[src/rtl/bcd_timer_pkg.sv]
`default_nettype none
// ============================================================================
// Module      : bcd_timer_pkg
// Description : Shared types and helpers for the BCD interval timer: FSM
//               state encoding, BCD digit/stage types and preset clamping.
// Revision    : 1.0 - initial release
// ============================================================================
package bcd_timer_pkg;

    typedef enum logic [1:0] {
        IDLE    = 2'd0,
        RUN     = 2'd1,
        EXPIRED = 2'd2
    } state_t;

    typedef logic [3:0] digit_t;
    typedef logic [7:0] stage_t;

    // Binary value (0..99) to a two-digit BCD stage; used on constants only.
    function automatic stage_t to_bcd(input int unsigned v);
        return {4'(v / 10), 4'(v % 10)};
    endfunction

    // Force a preset stage into the legal range: digits saturate at 9, then
    // the stage saturates at mod-1. With legal digits a plain unsigned
    // compare of the BCD byte orders the same way as the decimal value.
    function automatic stage_t bcd_clamp(input stage_t s, input int unsigned mod);
        digit_t tens;
        digit_t ones;
        stage_t max_bcd;
        tens    = (s[7:4] > 4'd9) ? 4'd9 : s[7:4];
        ones    = (s[3:0] > 4'd9) ? 4'd9 : s[3:0];
        max_bcd = to_bcd(mod - 1);
        if ({tens, ones} > max_bcd) begin
            return max_bcd;
        end
        return {tens, ones};
    endfunction

endpackage : bcd_timer_pkg
`default_nettype wire

[src/rtl/bcd_stage.sv]
`default_nettype none
// ============================================================================
// Module      : bcd_stage
// Description : One two-digit BCD counter stage of modulus MOD, counting up
//               or down when enabled, with a synchronous parallel load.
// Revision    : 1.0 - initial release
// ============================================================================
module bcd_stage
    import bcd_timer_pkg::*;
#(
    parameter int unsigned MOD = 60
) (
    input  logic       clk,
    input  logic       reset,
    input  logic       en,
    input  logic       down,
    input  logic       load,
    input  logic [7:0] load_val,
    output logic [7:0] value,
    output logic       carry_out,
    output logic       borrow_out
);

    localparam stage_t C_MAX_BCD = to_bcd(MOD - 1);

    stage_t r_value;
    stage_t w_next;

    // Next value one step up or down, wrapping at the stage modulus.
    always_comb begin
        w_next = r_value;
        if (down) begin
            if (r_value == 8'h00) begin
                w_next = C_MAX_BCD;
            end else if (r_value[3:0] == 4'd0) begin
                w_next = {r_value[7:4] - 4'd1, 4'd9};
            end else begin
                w_next = {r_value[7:4], r_value[3:0] - 4'd1};
            end
        end else begin
            if (r_value == C_MAX_BCD) begin
                w_next = 8'h00;
            end else if (r_value[3:0] == 4'd9) begin
                w_next = {r_value[7:4] + 4'd1, 4'd0};
            end else begin
                w_next = {r_value[7:4], r_value[3:0] + 4'd1};
            end
        end
    end

    // Stage register: load has priority over counting.
    always_ff @(posedge clk or negedge reset) begin
        if (!reset) begin
            r_value <= 8'h00;
        end else if (load) begin
            r_value <= load_val;
        end else if (en) begin
            r_value <= w_next;
        end
    end

    assign value      = r_value;
    assign carry_out  = (r_value == C_MAX_BCD);
    assign borrow_out = (r_value == 8'h00);

endmodule : bcd_stage
`default_nettype wire

[src/rtl/bcd_interval_timer.sv]
`default_nettype none
// ============================================================================
// Module      : bcd_interval_timer
// Description : Multi-stage BCD stopwatch / interval timer with preset load,
//               start/stop, expiry detection and optional auto-reload.
// Revision    : 1.0 - initial release
// ============================================================================
module bcd_interval_timer
    import bcd_timer_pkg::*;
#(
    parameter int unsigned STAGES  = 2,
    parameter int unsigned LOW_MOD = 60,
    parameter int unsigned TOP_MOD = 100
) (
    input  logic                  clk,
    input  logic                  reset,
    input  logic                  tick,
    input  logic                  load,
    input  logic [8*STAGES-1:0]   preset,
    input  logic                  start,
    input  logic                  stop,
    input  logic                  down,
    input  logic                  auto_reload,
    output logic [8*STAGES-1:0]   count,
    output logic                  running,
    output logic                  expired,
    output logic                  done,
    output logic                  wrap
);

    state_t                r_state;
    logic                  r_running;
    logic                  r_expired;
    logic                  r_done;
    logic                  r_wrap;
    logic [8*STAGES-1:0]   r_reload;

    logic [8*STAGES-1:0]   w_value;
    logic [8*STAGES-1:0]   w_preset_clamp;
    logic [8*STAGES-1:0]   w_load_val;
    logic [STAGES-1:0]     w_carry;
    logic [STAGES-1:0]     w_borrow;
    logic [STAGES-1:0]     w_en;
    logic                  w_is_zero;
    logic                  w_is_one;
    logic                  w_all_max;
    logic                  w_tick_run;
    logic                  w_reload_now;
    logic                  w_cnt_en;
    logic                  w_stage_load;

    assign w_is_zero = &w_borrow;
    assign w_all_max = &w_carry;
    // Least significant stage is 01 and every higher stage is 00.
    assign w_is_one  = (w_value[7:0] == 8'h01) && (&(w_borrow | STAGES'(1)));

    // A tick only acts in RUN when no higher-priority command is present.
    assign w_tick_run = tick && (r_state == RUN) && !load && !stop;

    // Reload from the reload register: restart from EXPIRED, or auto-reload
    // on the tick that would otherwise bring the count to zero.
    assign w_reload_now = (!load && !stop && start && (r_state == EXPIRED) && (r_reload != '0))
                       || (w_tick_run && down && w_is_one && auto_reload);

    // Counting is suppressed when a down tick finds the count already zero.
    assign w_cnt_en     = w_tick_run && !(down && w_is_zero);
    assign w_stage_load = load || w_reload_now;
    assign w_load_val   = load ? w_preset_clamp : r_reload;

    // Ripple enable: a stage steps when every lower stage wraps this tick.
    always_comb begin
        logic w_chain;
        w_chain = w_cnt_en;
        w_en    = '0;
        for (int k = 0; k < int'(STAGES); k++) begin
            w_en[k] = w_chain;
            w_chain = w_chain && (down ? w_borrow[k] : w_carry[k]);
        end
    end

    generate
        for (genvar k = 0; k < STAGES; k++) begin : g_stage
            localparam int unsigned C_MOD = (k == STAGES - 1) ? TOP_MOD : LOW_MOD;

            assign w_preset_clamp[8*k +: 8] = bcd_clamp(preset[8*k +: 8], C_MOD);

            bcd_stage #(
                .MOD (C_MOD)
            ) u_stage (
                .clk        (clk),
                .reset      (reset),
                .en         (w_en[k]),
                .down       (down),
                .load       (w_stage_load),
                .load_val   (w_load_val[8*k +: 8]),
                .value      (w_value[8*k +: 8]),
                .carry_out  (w_carry[k]),
                .borrow_out (w_borrow[k])
            );
        end
    endgenerate

    // Control FSM with reload register and one-cycle done/wrap pulses.
    always_ff @(posedge clk or negedge reset) begin
        if (!reset) begin
            r_state   <= IDLE;
            r_running <= 1'b0;
            r_expired <= 1'b0;
            r_done    <= 1'b0;
            r_wrap    <= 1'b0;
            r_reload  <= '0;
        end else begin
            r_done <= 1'b0;
            r_wrap <= 1'b0;
            if (load) begin
                r_reload  <= w_preset_clamp;
                r_state   <= IDLE;
                r_running <= 1'b0;
                r_expired <= 1'b0;
            end else if (stop) begin
                r_state   <= IDLE;
                r_running <= 1'b0;
                r_expired <= 1'b0;
            end else if (start && (r_state == IDLE) && !(down && w_is_zero)) begin
                r_state   <= RUN;
                r_running <= 1'b1;
                r_expired <= 1'b0;
            end else if (start && (r_state == EXPIRED) && (r_reload != '0)) begin
                r_state   <= RUN;
                r_running <= 1'b1;
                r_expired <= 1'b0;
            end else if (w_tick_run) begin
                if (!down) begin
                    if (w_all_max) begin
                        r_wrap <= 1'b1;
                    end
                end else if (w_is_zero || (w_is_one && !auto_reload)) begin
                    r_done    <= 1'b1;
                    r_state   <= EXPIRED;
                    r_running <= 1'b0;
                    r_expired <= 1'b1;
                end else if (w_is_one) begin
                    r_done <= 1'b1;
                end
            end
        end
    end

    assign count   = w_value;
    assign running = r_running;
    assign expired = r_expired;
    assign done    = r_done;
    assign wrap    = r_wrap;

endmodule : bcd_interval_timer
`default_nettype wire

[config.mk]
export PLATFORM = sky130hd
export DESIGN_NAME = bcd_interval_timer
export DESIGN_NICKNAME = d
export VERILOG_FILES = /design/src/rtl/bcd_timer_pkg.sv /design/src/rtl/bcd_stage.sv /design/src/rtl/bcd_interval_timer.sv
export SDC_FILE = /design/constraint.sdc
export NUM_CORES = 1
export LEC_CHECK = 0
export ABC_AREA = 1
export CAP_MARGIN = 25
export CORE_ASPECT_RATIO = 0.9
export CORE_MARGIN = 5
export CORE_UTILIZATION = 40
export CTS_CLUSTER_SIZE = 28
export DETAILED_ROUTE_END_ITERATION = 6
export DONT_BUFFER_PORTS = 1
export PLACE_DENSITY = 0.61
export SYNTH_ARGS = -nofsm -noshare
export SYNTH_HDL_FRONTEND = slang
export SYNTH_HIERARCHICAL = 1
export SYNTH_SLANG_ARGS = --single-unit
[constraint.sdc]
create_clock -name clk -period 6.8 [get_ports clk]
set_input_delay 1.36 -clock clk [delete_from_list [all_inputs] [get_ports clk]]
set_output_delay 1.36 -clock clk [all_outputs]
set_load 0.03 [all_outputs]
==> Word level (Yosys, flattened, before mapping) <==
Cells that the tools add are included.
{ "totals": {"input_bits": 24, "elab_cells": 139, "output_inout_bits": 20, "register_bits": 38} }
{ "op_classes": {"n_addsub": 8, "n_lt_le_gt_ge": 6, "n_reduce_logical": 44, "eq_ne": 9, "mux": 62} }
{ "ops": {"columns": ["op", "count"], "rows": [
  ["two-way mux 8 bit", 18],
  ["two-way mux 1 bit", 32],
  ["logical AND 1 bit", 19],
  ["adder 4 x 1 -> 4 bit (second input constant)", 4],
  ["greater-than comparator 4 bit (second input constant)", 4],
  ["logical NOT 8 bit", 2],
  ["two-way mux 16 bit", 1],
  ["two-way mux 4 bit", 4],
  ["nonzero test 16 bit", 1],
  ["subtractor 4 x 1 -> 4 bit (second input constant)", 4],
  ["nonzero test 5 bit", 3],
  ["two-way mux 2 bit", 7],
  ["AND reduction 3 bit", 3],
  ["equality test 4 bit (second input constant)", 2],
  ["equality test 8 x 1 -> 1 bit (second input constant)", 1],
  ["equality test 8 x 7 -> 1 bit (second input constant)", 1],
  ["equality test 8 bit (second input constant)", 1],
  ["greater-than comparator 8 x 7 -> 1 bit (second input constant)", 1],
  ["greater-than comparator 8 bit (second input constant)", 1],
  ["logical NOT 4 bit", 2],
  ["!= test 4 x 1 -> 1 bit (second input constant)", 2],
  ["nonzero test 4 bit", 2],
  ["logical NOT 1 bit", 4],
  ["AND reduction 2 bit", 2],
  ["other kinds (5)", 8]
]} }

==> Depth between registers and ports, before layout <==
Gate-level depths: netlist of the first run.
{ "logic_depth": {"ltp_word": 11, "ltp_mapped": 19, "depth_no_buf": 18} }

==> Hierarchy <==
Netlist of the first run, hierarchy kept.
{ "by_module_without_submodules": {"columns": ["mod", "n_inst", "seq_area_each_um2", "cells_per_inst", "area_per_inst_um2"], "rows": [
  ["bcd_interval_timer", 1, 525.5, 127, 1046.0],
  ["bcd_stage at g_stage[0].u_stage", 1, 200.2, 142, 867.1],
  ["bcd_stage at g_stage[1].u_stage", 1, 200.2, 130, 840.8]
]} }

==> Worst setup path after synthesis of the first run <==
OpenSTA, ideal clock, no wires.
{ "synth_path": {"kind": "input to register", "startpoint": "input load", "endpoint": "register g_stage[1].u_stage.r_value[7]", "n_path_buf": 1, "t_arrival_ns": 2.801, "stages": 15, "setup_ns": 0.115, "path_slack_ns": 3.883, "t_required_ns": 6.685, "cell_sequence": "nor2_4 -> inv_2 -> nor2_4 -> inv_2 -> nor2_1 -> nand3_1 -> o211ai_1 -> buf_4 -> inv_2 -> nand2_2 -> a21oi_2 -> nor2_4 -> nand3_1 -> nor2_1 -> nor2_1"} }
{ "synth_between": {"elab_chain_cells": 10, "word_cells_on_any_way": 20, "cone_classes": "1 x eq/ne; 2 x mux; 17 x reduce/logical"} }
{ "synth_rtl": {"columns": ["item", "line_no", "text"], "rows": [
  ["start, declared", "bcd_interval_timer.sv:18", "input logic load,"],
  ["logical NOT 1 bit", "bcd_interval_timer.sv:58, bcd_interval_timer.sv:62", null],
  ["logical AND 1 bit (2 in a row)", "bcd_interval_timer.sv:58", "assign w_tick_run = tick && (r_state == RUN) && !load && !stop;"],
  ["logical AND 1 bit (3 in a row)", "bcd_interval_timer.sv:63", "|| (w_tick_run && down && w_is_one && auto_reload);"],
  ["logical OR 1 bit", "bcd_interval_timer.sv:63", null],
  ["logical OR 1 bit (*)", "bcd_interval_timer.sv:67", "assign w_stage_load = load || w_reload_now;"],
  ["net w_stage_load", "bcd_interval_timer.sv:50", "logic w_stage_load;"],
  ["!= test 4 x 1 -> 1 bit (no line) (tied with other cells)", null, null],
  ["AND reduction 3 bit (no line)", null, null],
  ["end signal, assigned", "bcd_stage.sv:56", "r_value <= load_val;"],
  ["end signal, assigned", "bcd_stage.sv:58", "r_value <= w_next;"],
  ["end, declared", "bcd_stage.sv:26", "stage_t r_value;"]
]} }
Mark *: on every way through the listed nets, which the timed path passes. The rest lies on a longest branch.
A chain may end at the register's enable or synchronous reset.

==> Worst setup path after layout of the first run <==
{ "layout_path": {"startpoint": "register g_stage[1].u_stage.r_value[0]", "endpoint": "register g_stage[0].u_stage.r_value[5]"} }
{ "layout_between": {"elab_chain_cells": 8, "word_cells_on_any_way": 15, "cone_classes": "1 x eq/ne; 1 x mux; 13 x reduce/logical"} }
{ "layout_rtl": {"columns": ["item", "line_no", "text"], "rows": [
  ["logical NOT 8 bit (*)", "bcd_stage.sv:64", "assign borrow_out = (r_value == 8'h00);"],
  ["net w_borrow[1]", "bcd_interval_timer.sv:42", "logic [STAGES-1:0] w_borrow;"],
  ["logical AND 1 bit (*)", "bcd_interval_timer.sv:55", "assign w_is_one = (w_value[7:0] == 8'h01) && (&(w_borrow | STAGES'(1)));"],
  ["logical AND 1 bit (*) (2 in a row)", "bcd_interval_timer.sv:63", null],
  ["logical OR 1 bit (*)", "bcd_interval_timer.sv:63", null],
  ["logical OR 1 bit (*)", "bcd_interval_timer.sv:67", null],
  ["net w_stage_load", "bcd_interval_timer.sv:50", null],
  ["!= test 4 x 1 -> 1 bit (no line) (tied with other cells)", null, null],
  ["AND reduction 3 bit (no line)", null, null],
  ["end signal, assigned", "bcd_stage.sv:56", null],
  ["end signal, assigned", "bcd_stage.sv:58", null],
  ["end, declared", "bcd_stage.sv:26", null]
]} }
Marks and branches as above.

==> run metrics, run 1 <==
Yosys warnings=6; most frequent cells in the layout=107 x sky130_fd_sc_hd__nand2_1, 57 x sky130_fd_sc_hd__nor2_1, 41 x sky130_fd_sc_hd__inv_1; maximum buffer depth of the clock tree=2; via count of the first global-routing pass=2,369; Post-DP HPWL=5300 um; Cells after DPL=485; number of buffers inserted by port buffering=0; pin count of the biggest net entering global routing=38; growth of design area from synthesis to finish=6.27%; Via-to-Cell Ratio=4.95; chip width=97.5 um; Hold-fix buffers, CTS=0; post-layout min period=roughly 3.1 ns; TritonCTS clock tree=yes; post-DR wirelength/cell=13.9 um; CTS H-tree lvls=2; category of the most critical setup path=reg -> reg; unique cell type count in the Yosys netlist=36; area of the die=8650 um^2; count of TritonRoute iterations in the first routing pass=4; kind of start point of the critical path=flip-flop; aggregate global routing overflow=0; TritonCTS sink count=37; Gate Count Post-Synth=399; post-cts resize count=0; Tightest Pin Transition=~0.57 ns; post-route clock period utilization=0.461; count of inserted antenna diode cells=0; final slew viol count=0; Initial DRC Count=106; FFs w/ async S/R, synth=1.00; CP Max Fanout=22; synthesized area=roughly 2800 um^2; WP data arrival=3.32 ns; primary flip-flop cell chosen by synthesis mapping=sky130_fd_sc_hd__dfrtp_1; Achievable Freq=approximately 0.32 GHz; detailed-route via count=2,436; class of the most critical hold timing path=reg -> reg; part of the Yosys area used for sequential elements=0.336; Static Leak=1.45 nW; CTS Buf Count=5; Clock Latency Late Sink=0.29 ns; data required time at the worst endpoint=6.98 ns; Mean Syn Cell Area=6.90 um^2; top cell type's share of synthesized area=0.336; max_cap viols=0; Slowest-stage cell, CP=sky130_fd_sc_hd__dfrtp_1; number of setup violations in the final report=0; Clock Skew=0.00765 ns; final non-filler cell total=roughly 500; reg2reg setup slack=3.66 ns; layout cell share with drive strength beyond 1=0.129; WL final=roughly 6800 um; number of nets with antenna violations after routing=0; Post-synth EDFFs=0; post-synthesis cell type with the largest combined area=sky130_fd_sc_hd__dfrtp_1; worst rel slew slack=0.618; status=complete, no violations; critical path, cell by cell=inv_1 > ha_1 > nand2_2 > nor2_2 > nand2_1 > nor2_1 > nand3_1 > inv_1 > nand3_1 > o211ai_1 > buf_4 > nor2_1 > inv_1 > nand2_2 > nor2_4 > nand2_1 > nor2_1 > nor2_2; TNS Setup=0 ns; clock slew seen by the registers of the worst setup and hold paths=0.07 ns; delay of the slowest cell on the worst path=0.56 ns; height of the die=88.7 um; total number of placement rows=28; setup slack of the critical path after layout=3.66 ns; post-CTS setup buffer count=0; Synth area leaders=sky130_fd_sc_hd__dfrtp_1 34%, sky130_fd_sc_hd__nand2_1 15%, sky130_fd_sc_hd__nor2_1 7.8%, sky130_fd_sc_hd__ha_1 6.8%, sky130_fd_sc_hd__nand3_1 6.4%; power per cell area=220 nW/um^2; most frequent standard cell in the layout excluding fill and tap cells=sky130_fd_sc_hd__nand2_1; Min Hold Slack=around 0.51 ns; number of register bits inferred by synthesis=37; starting density of the core=0.414; setup repair after global routing missed its margin=no; VDD IR-drop max=between 0.06 and 0.07 mV; CTS Root Buffer Type=sky130_fd_sc_hd__clkbuf_8; count of nets after finishing=441; number of hold violations in the final report=0; type of element capturing the critical path=flip-flop; num ports=44; placer congestion estimate=0.818; wire length of the first global-routing pass=11,600 um; DRC violations left=0; antenna violations before repair=0; Post-Synthesis Net Count=~440; Setup WS pre-CTS=roughly 3.6 ns; total routing resource utilization after global routing=0.166; total core area=6660 um^2
[worst paths after layout]
path	start	endpoint	cells after the start
max in group asynchronous	reset	g_stage[1].u_stage/value[7]	0
min	r_state[0]	r_state[0]	2
max	g_stage[1].u_stage/value[0]	g_stage[0].u_stage/value[5]	18
max reg2reg	g_stage[1].u_stage/value[0]	g_stage[0].u_stage/value[5]	18
min reg2reg	r_state[0]	r_state[0]	2
min in group asynchronous	reset	done	0
[synthesized netlist by cell type, types with 5 or more instances]
master and number:
sky130_fd_sc_hd__inv_1 41, sky130_fd_sc_hd__o21ai_0 9, sky130_fd_sc_hd__nor3_1 6, sky130_fd_sc_hd__dfrtp_1 37
sky130_fd_sc_hd__a21oi_1 12, sky130_fd_sc_hd__inv_2 13, sky130_fd_sc_hd__o21ai_1 5, sky130_fd_sc_hd__nand4_1 6
sky130_fd_sc_hd__a22o_1 7, sky130_fd_sc_hd__nand3_1 35, sky130_fd_sc_hd__nor2_4 5, sky130_fd_sc_hd__ha_1 15
sky130_fd_sc_hd__nand2_2 6, sky130_fd_sc_hd__nor2_2 12, sky130_fd_sc_hd__nand2_1 107, sky130_fd_sc_hd__nor2_1 57
[metal layers]
layer | global-route usage | vias up | part of all wire
li1 | - | 1275 | -
met1 | 0.234 | 1103 | 0.49
met2 | 0.261 | 51 | 0.45
met3 | 0.0410 | 7 | 0.051
met4 | 0.0352 | 0 | 0.011
met5 | 0 | - | 0
[worst max-delay path: cells and delay by family (launching register included)]
kind	cells	cell delay (ns)
compound gates	1	0.09
fa+ha+maj	1	0.27
buf+inv	4	0.77
simple gates	12	1.31
flops	1	0.56
[metrics by stage]
| step | instance area, um^2 | power (mW) | util |
|---|---|---|---|
| floorplan | 2750 | 0.452 | - |
| global placement | 2840 | 0.488 | 0.427 |
| detailed placement | 2840 | 0.490 | 0.427 |
| CTS | 2930 | 0.651 | 0.440 |
| global route | 2930 | 0.693 | 0.440 |
| finish | 2930 | 0.643 | 0.440 |
[flip-flops by register name (all words and copies together), names as in the netlist]
signal	cells
done	1
g_stage.u_stage/value	16
r_reload	16
r_state	2
running	1
wrap	1
[cell families (layout without fill, tap and decap cells)]
| logic type | count (synthesis) | after routing | synth area share |
|---|---|---|---|
| buffers and inverters | 59 | 62 | 0.0859 |
| and+or+nand+nor | 240 | 240 | 0.395 |
| adders and majority gates | 15 | 15 | 0.0682 |
| DFF | 37 | 37 | 0.336 |
| xor gates and xnor gates | 3 | 3 | 0.00954 |
| AOI/OAI and AO/OA | 45 | 45 | 0.105 |
[report_power, final]
part | switching [mW] | internal, mW | total [mW]
Sequential | 0.0780 | 0.243 | 0.321
Clock | 0.0767 | 0.0805 | 0.157
Combinational | 0.105 | 0.0605 | 0.165
Total | 0.259 | 0.384 | 0.643
[layout make-up]
cell class / instances / area, um^2
Fill cell: 709 / 3730
Multi-Input combinational cell: 303 / 1590
Sequential cell: 37 / 926
Inverter: 54 / 203
Tap cell: 90 / 113
Clock buffer: 7 / 86.3
Timing Repair Buffer: 1 / 7.51
No activity file was read; power rests on OpenSTA's default activity.
==> run 2, diff against run 1 <==
==> constraint.sdc (replaced) <==
create_clock -name clk -period 3.2 [get_ports clk]
set_input_delay 0.64 -clock clk [delete_from_list [all_inputs] [get_ports clk]]
set_output_delay 0.64 -clock clk [all_outputs]
set_load 0.03 [all_outputs]
==> run 2 against run 1 <==
Via count grew 2.9%. Combinational power increased to 2.7 times the previous value. First-iteration DRC count increased by 1.9%. Sequential cell count unchanged. Final area is 2.6% higher. Hold slack got worse by 0.47 ns. Largest power group unchanged. Highest routed layer unchanged.
==> run metrics, run 2 (synthesized netlist as in run 1, its figures left out) <==
antenna violations before repair=0 (unchanged); growth of design area from synthesis to finish=9.00% (was 6.27%); setup repair after global routing missed its margin=no (unchanged); count of nets after finishing=451 (was 441); origin of the critical flop-to-flop path=g_stage[0].u_stage/value[1] (was g_stage[1].u_stage/value[0]); Clock Latency Late Sink=0.29 ns (about the same); Clock Skew=0.00220 ns (was 0.00765 ns); Static Leak=1.50 nW (was 1.45 nW); count of inserted antenna diode cells=0 (unchanged); Tightest Pin Transition=0.579 ns (was 0.572 ns); routed length on met3=390 um (was 348 um); detailed-route via count=2,506 (was 2,436); reg2reg setup slack=0.44 ns (was 3.66 ns); WL met2=3020 um (was 3050 um); wl on met1=3400 um (was 3350 um); post-CTS setup buffer count=0 (unchanged); CTS H-tree lvls=2 (unchanged); maximum buffer depth of the clock tree=2 (unchanged); type of element capturing the critical path=flip-flop (unchanged); max_cap viols=0 (unchanged); status=complete, no violations (unchanged); TritonCTS sink count=37 (unchanged); layout cell share with drive strength beyond 1=0.155 (was 0.129); aggregate global routing overflow=0 (unchanged); count of fill cells added during filler insertion=697 (was 709); post-layout min period=2.76 ns (was 3.14 ns); CP Max Fanout=7 (was 22); chip width=97.5 um (unchanged); post-cts resize count=0 (unchanged); sequential cell area in the final layout=926 um^2 (unchanged); DR top layer=met4 (unchanged); number of buffers inserted by port buffering=0 (unchanged); count of TritonRoute iterations in the first routing pass=4 (unchanged); height of the die=88.7 um (unchanged); num ports=44 (unchanged); placer congestion estimate=0.904 (was 0.818); number of nets with antenna violations after routing=0 (unchanged); Critical R2R Capture=g_stage[0].u_stage/value[6] (was g_stage[0].u_stage/value[5]); starting density of the core=0.414 (unchanged); VDD IR-drop max=0.187 mV (was 0.0670 mV); number of hold violations in the final report=0 (unchanged); Achievable Freq=0.362 GHz (was 0.319 GHz); most frequent cells in the layout=107 x sky130_fd_sc_hd__nand2_1, 57 x sky130_fd_sc_hd__nor2_1, 41 x sky130_fd_sc_hd__inv_1 (unchanged); class of the most critical hold timing path=in -> async (was reg -> reg); post-route clock period utilization=0.863 (was 0.461); Cells after DPL=495 (was 485); Initial DRC Count=108 (was 106); WP data arrival=2.95 ns (was 3.32 ns); category of the most critical setup path=reg -> reg (unchanged); wire length of the first global-routing pass=11,800 um (was 11,600 um); via count of the first global-routing pass=2,397 (was 2,369); most frequent standard cell in the layout excluding fill and tap cells=sky130_fd_sc_hd__nand2_1 (unchanged); kind of start point of the critical path=flip-flop (unchanged); post-DR wirelength/cell=13.7 um (was 13.9 um); total number of placement rows=28 (unchanged); length in cells of the worst reg-to-reg path=15 (was 18); power per cell area=465 nW/um^2 (was 220 nW/um^2); TNS Setup=0 ns (unchanged); CTS Buf Count=5 (unchanged); number of setup violations in the final report=0 (unchanged); pin count of the biggest net entering global routing=38 (unchanged); worst rel slew slack=0.614 (was 0.618); DRC violations left=0 (unchanged); total core area=6660 um^2 (unchanged); total routing resource utilization after global routing=0.169 (was 0.166); Via-to-Cell Ratio=4.98 (was 4.95); CTS Root Buffer Type=sky130_fd_sc_hd__clkbuf_8 (unchanged); final slew viol count=0 (unchanged); WL final=6880 um (was 6830 um); area of the die=8650 um^2 (unchanged); Post-DP HPWL=5440 um (was 5300 um); Hold-fix buffers, CTS=0 (unchanged); clock slew seen by the registers of the worst setup and hold paths=0.08 ns (was 0.07 ns); TritonCTS clock tree=yes (unchanged); data required time at the worst endpoint=3.39 ns (was 6.98 ns); multi-input gate area in the final layout=1590 um^2 (unchanged); final non-filler cell total=503 (was 492)
run 2: critical path: stages (launching register included):
cell and delay, ns:
sky130_fd_sc_hd__dfrtp_1 0.57, sky130_fd_sc_hd__inv_1 0.22, sky130_fd_sc_hd__ha_1 0.31, sky130_fd_sc_hd__nand2_1 0.12
sky130_fd_sc_hd__nor2_1 0.21, sky130_fd_sc_hd__nand2_1 0.15, sky130_fd_sc_hd__inv_1 0.12, sky130_fd_sc_hd__a21oi_2 0.08
sky130_fd_sc_hd__nor2_1 0.32, sky130_fd_sc_hd__inv_1 0.15, sky130_fd_sc_hd__nand2_2 0.11, sky130_fd_sc_hd__nor2_4 0.05
sky130_fd_sc_hd__inv_2 0.08, sky130_fd_sc_hd__nand2_1 0.07, sky130_fd_sc_hd__inv_2 0.06, sky130_fd_sc_hd__nor2_2 0.03
run 2: report_power, final:
group / switching (mW) / leakage, nW / internal (mW) / total, mW
sequential: 0.103 / 0.447 / 0.517 / 0.620
combinational: 0.291 / 1.01 / 0.152 / 0.444
clock: 0.180 / 0.0439 / 0.150 / 0.331
total: 0.575 / 1.50 / 0.820 / 1.39
run 2: final cells by class:
cell class,count,area share
multi-input cells,303,0.530
flip-flops and latches,37,0.308
inverters,54,0.0675
well taps,90,0.0375
repair buffers,11,0.0275
clock buffers,5,0.0229
clock inverters,3,0.00584
run 2: stage by stage:
stage	hold WS [ns]	power [mW]	setup slack (ns)	util	instance area [um^2]
finish	0.0348	1.39	0.439	0.451	3000
floorplan	0.344	0.960	0.565	-	2750
global placement	0.346	1.07	0.436	0.438	2920
detailed placement	0.346	1.07	0.477	0.438	2920
CTS	0.0247	1.41	0.450	0.451	3000
global route	0.0126	1.50	0.198	0.451	3000
run 2: per-layer routing:
| layer | up-vias | GRT usage |
|---|---|---|
| met1 | 1137 | 0.240 |
| met5 | - | 0 |
| met3 | 7 | 0.0347 |
| met4 | 0 | 0.0415 |
| met2 | 69 | 0.265 |
| li1 | 1293 | - |
run 2: worst max path at each step:
stage	start	endpoint	slack (ns)
finish	g_stage[0].u_stage/value[1]	g_stage[0].u_stage/value[6]	0.44
global route	g_stage[1].u_stage/value[0]	g_stage[1].u_stage/value[4]	0.20
CTS	g_stage[0].u_stage/value[1]	g_stage[0].u_stage/value[6]	0.45
detailed placement	g_stage[0].u_stage/value[1]	g_stage[0].u_stage/value[6]	0.48
global placement	g_stage[0].u_stage/value[1]	g_stage[0].u_stage/value[6]	0.44
floorplan	g_stage[1].u_stage/value[0]	g_stage[1].u_stage/value[7]	0.56
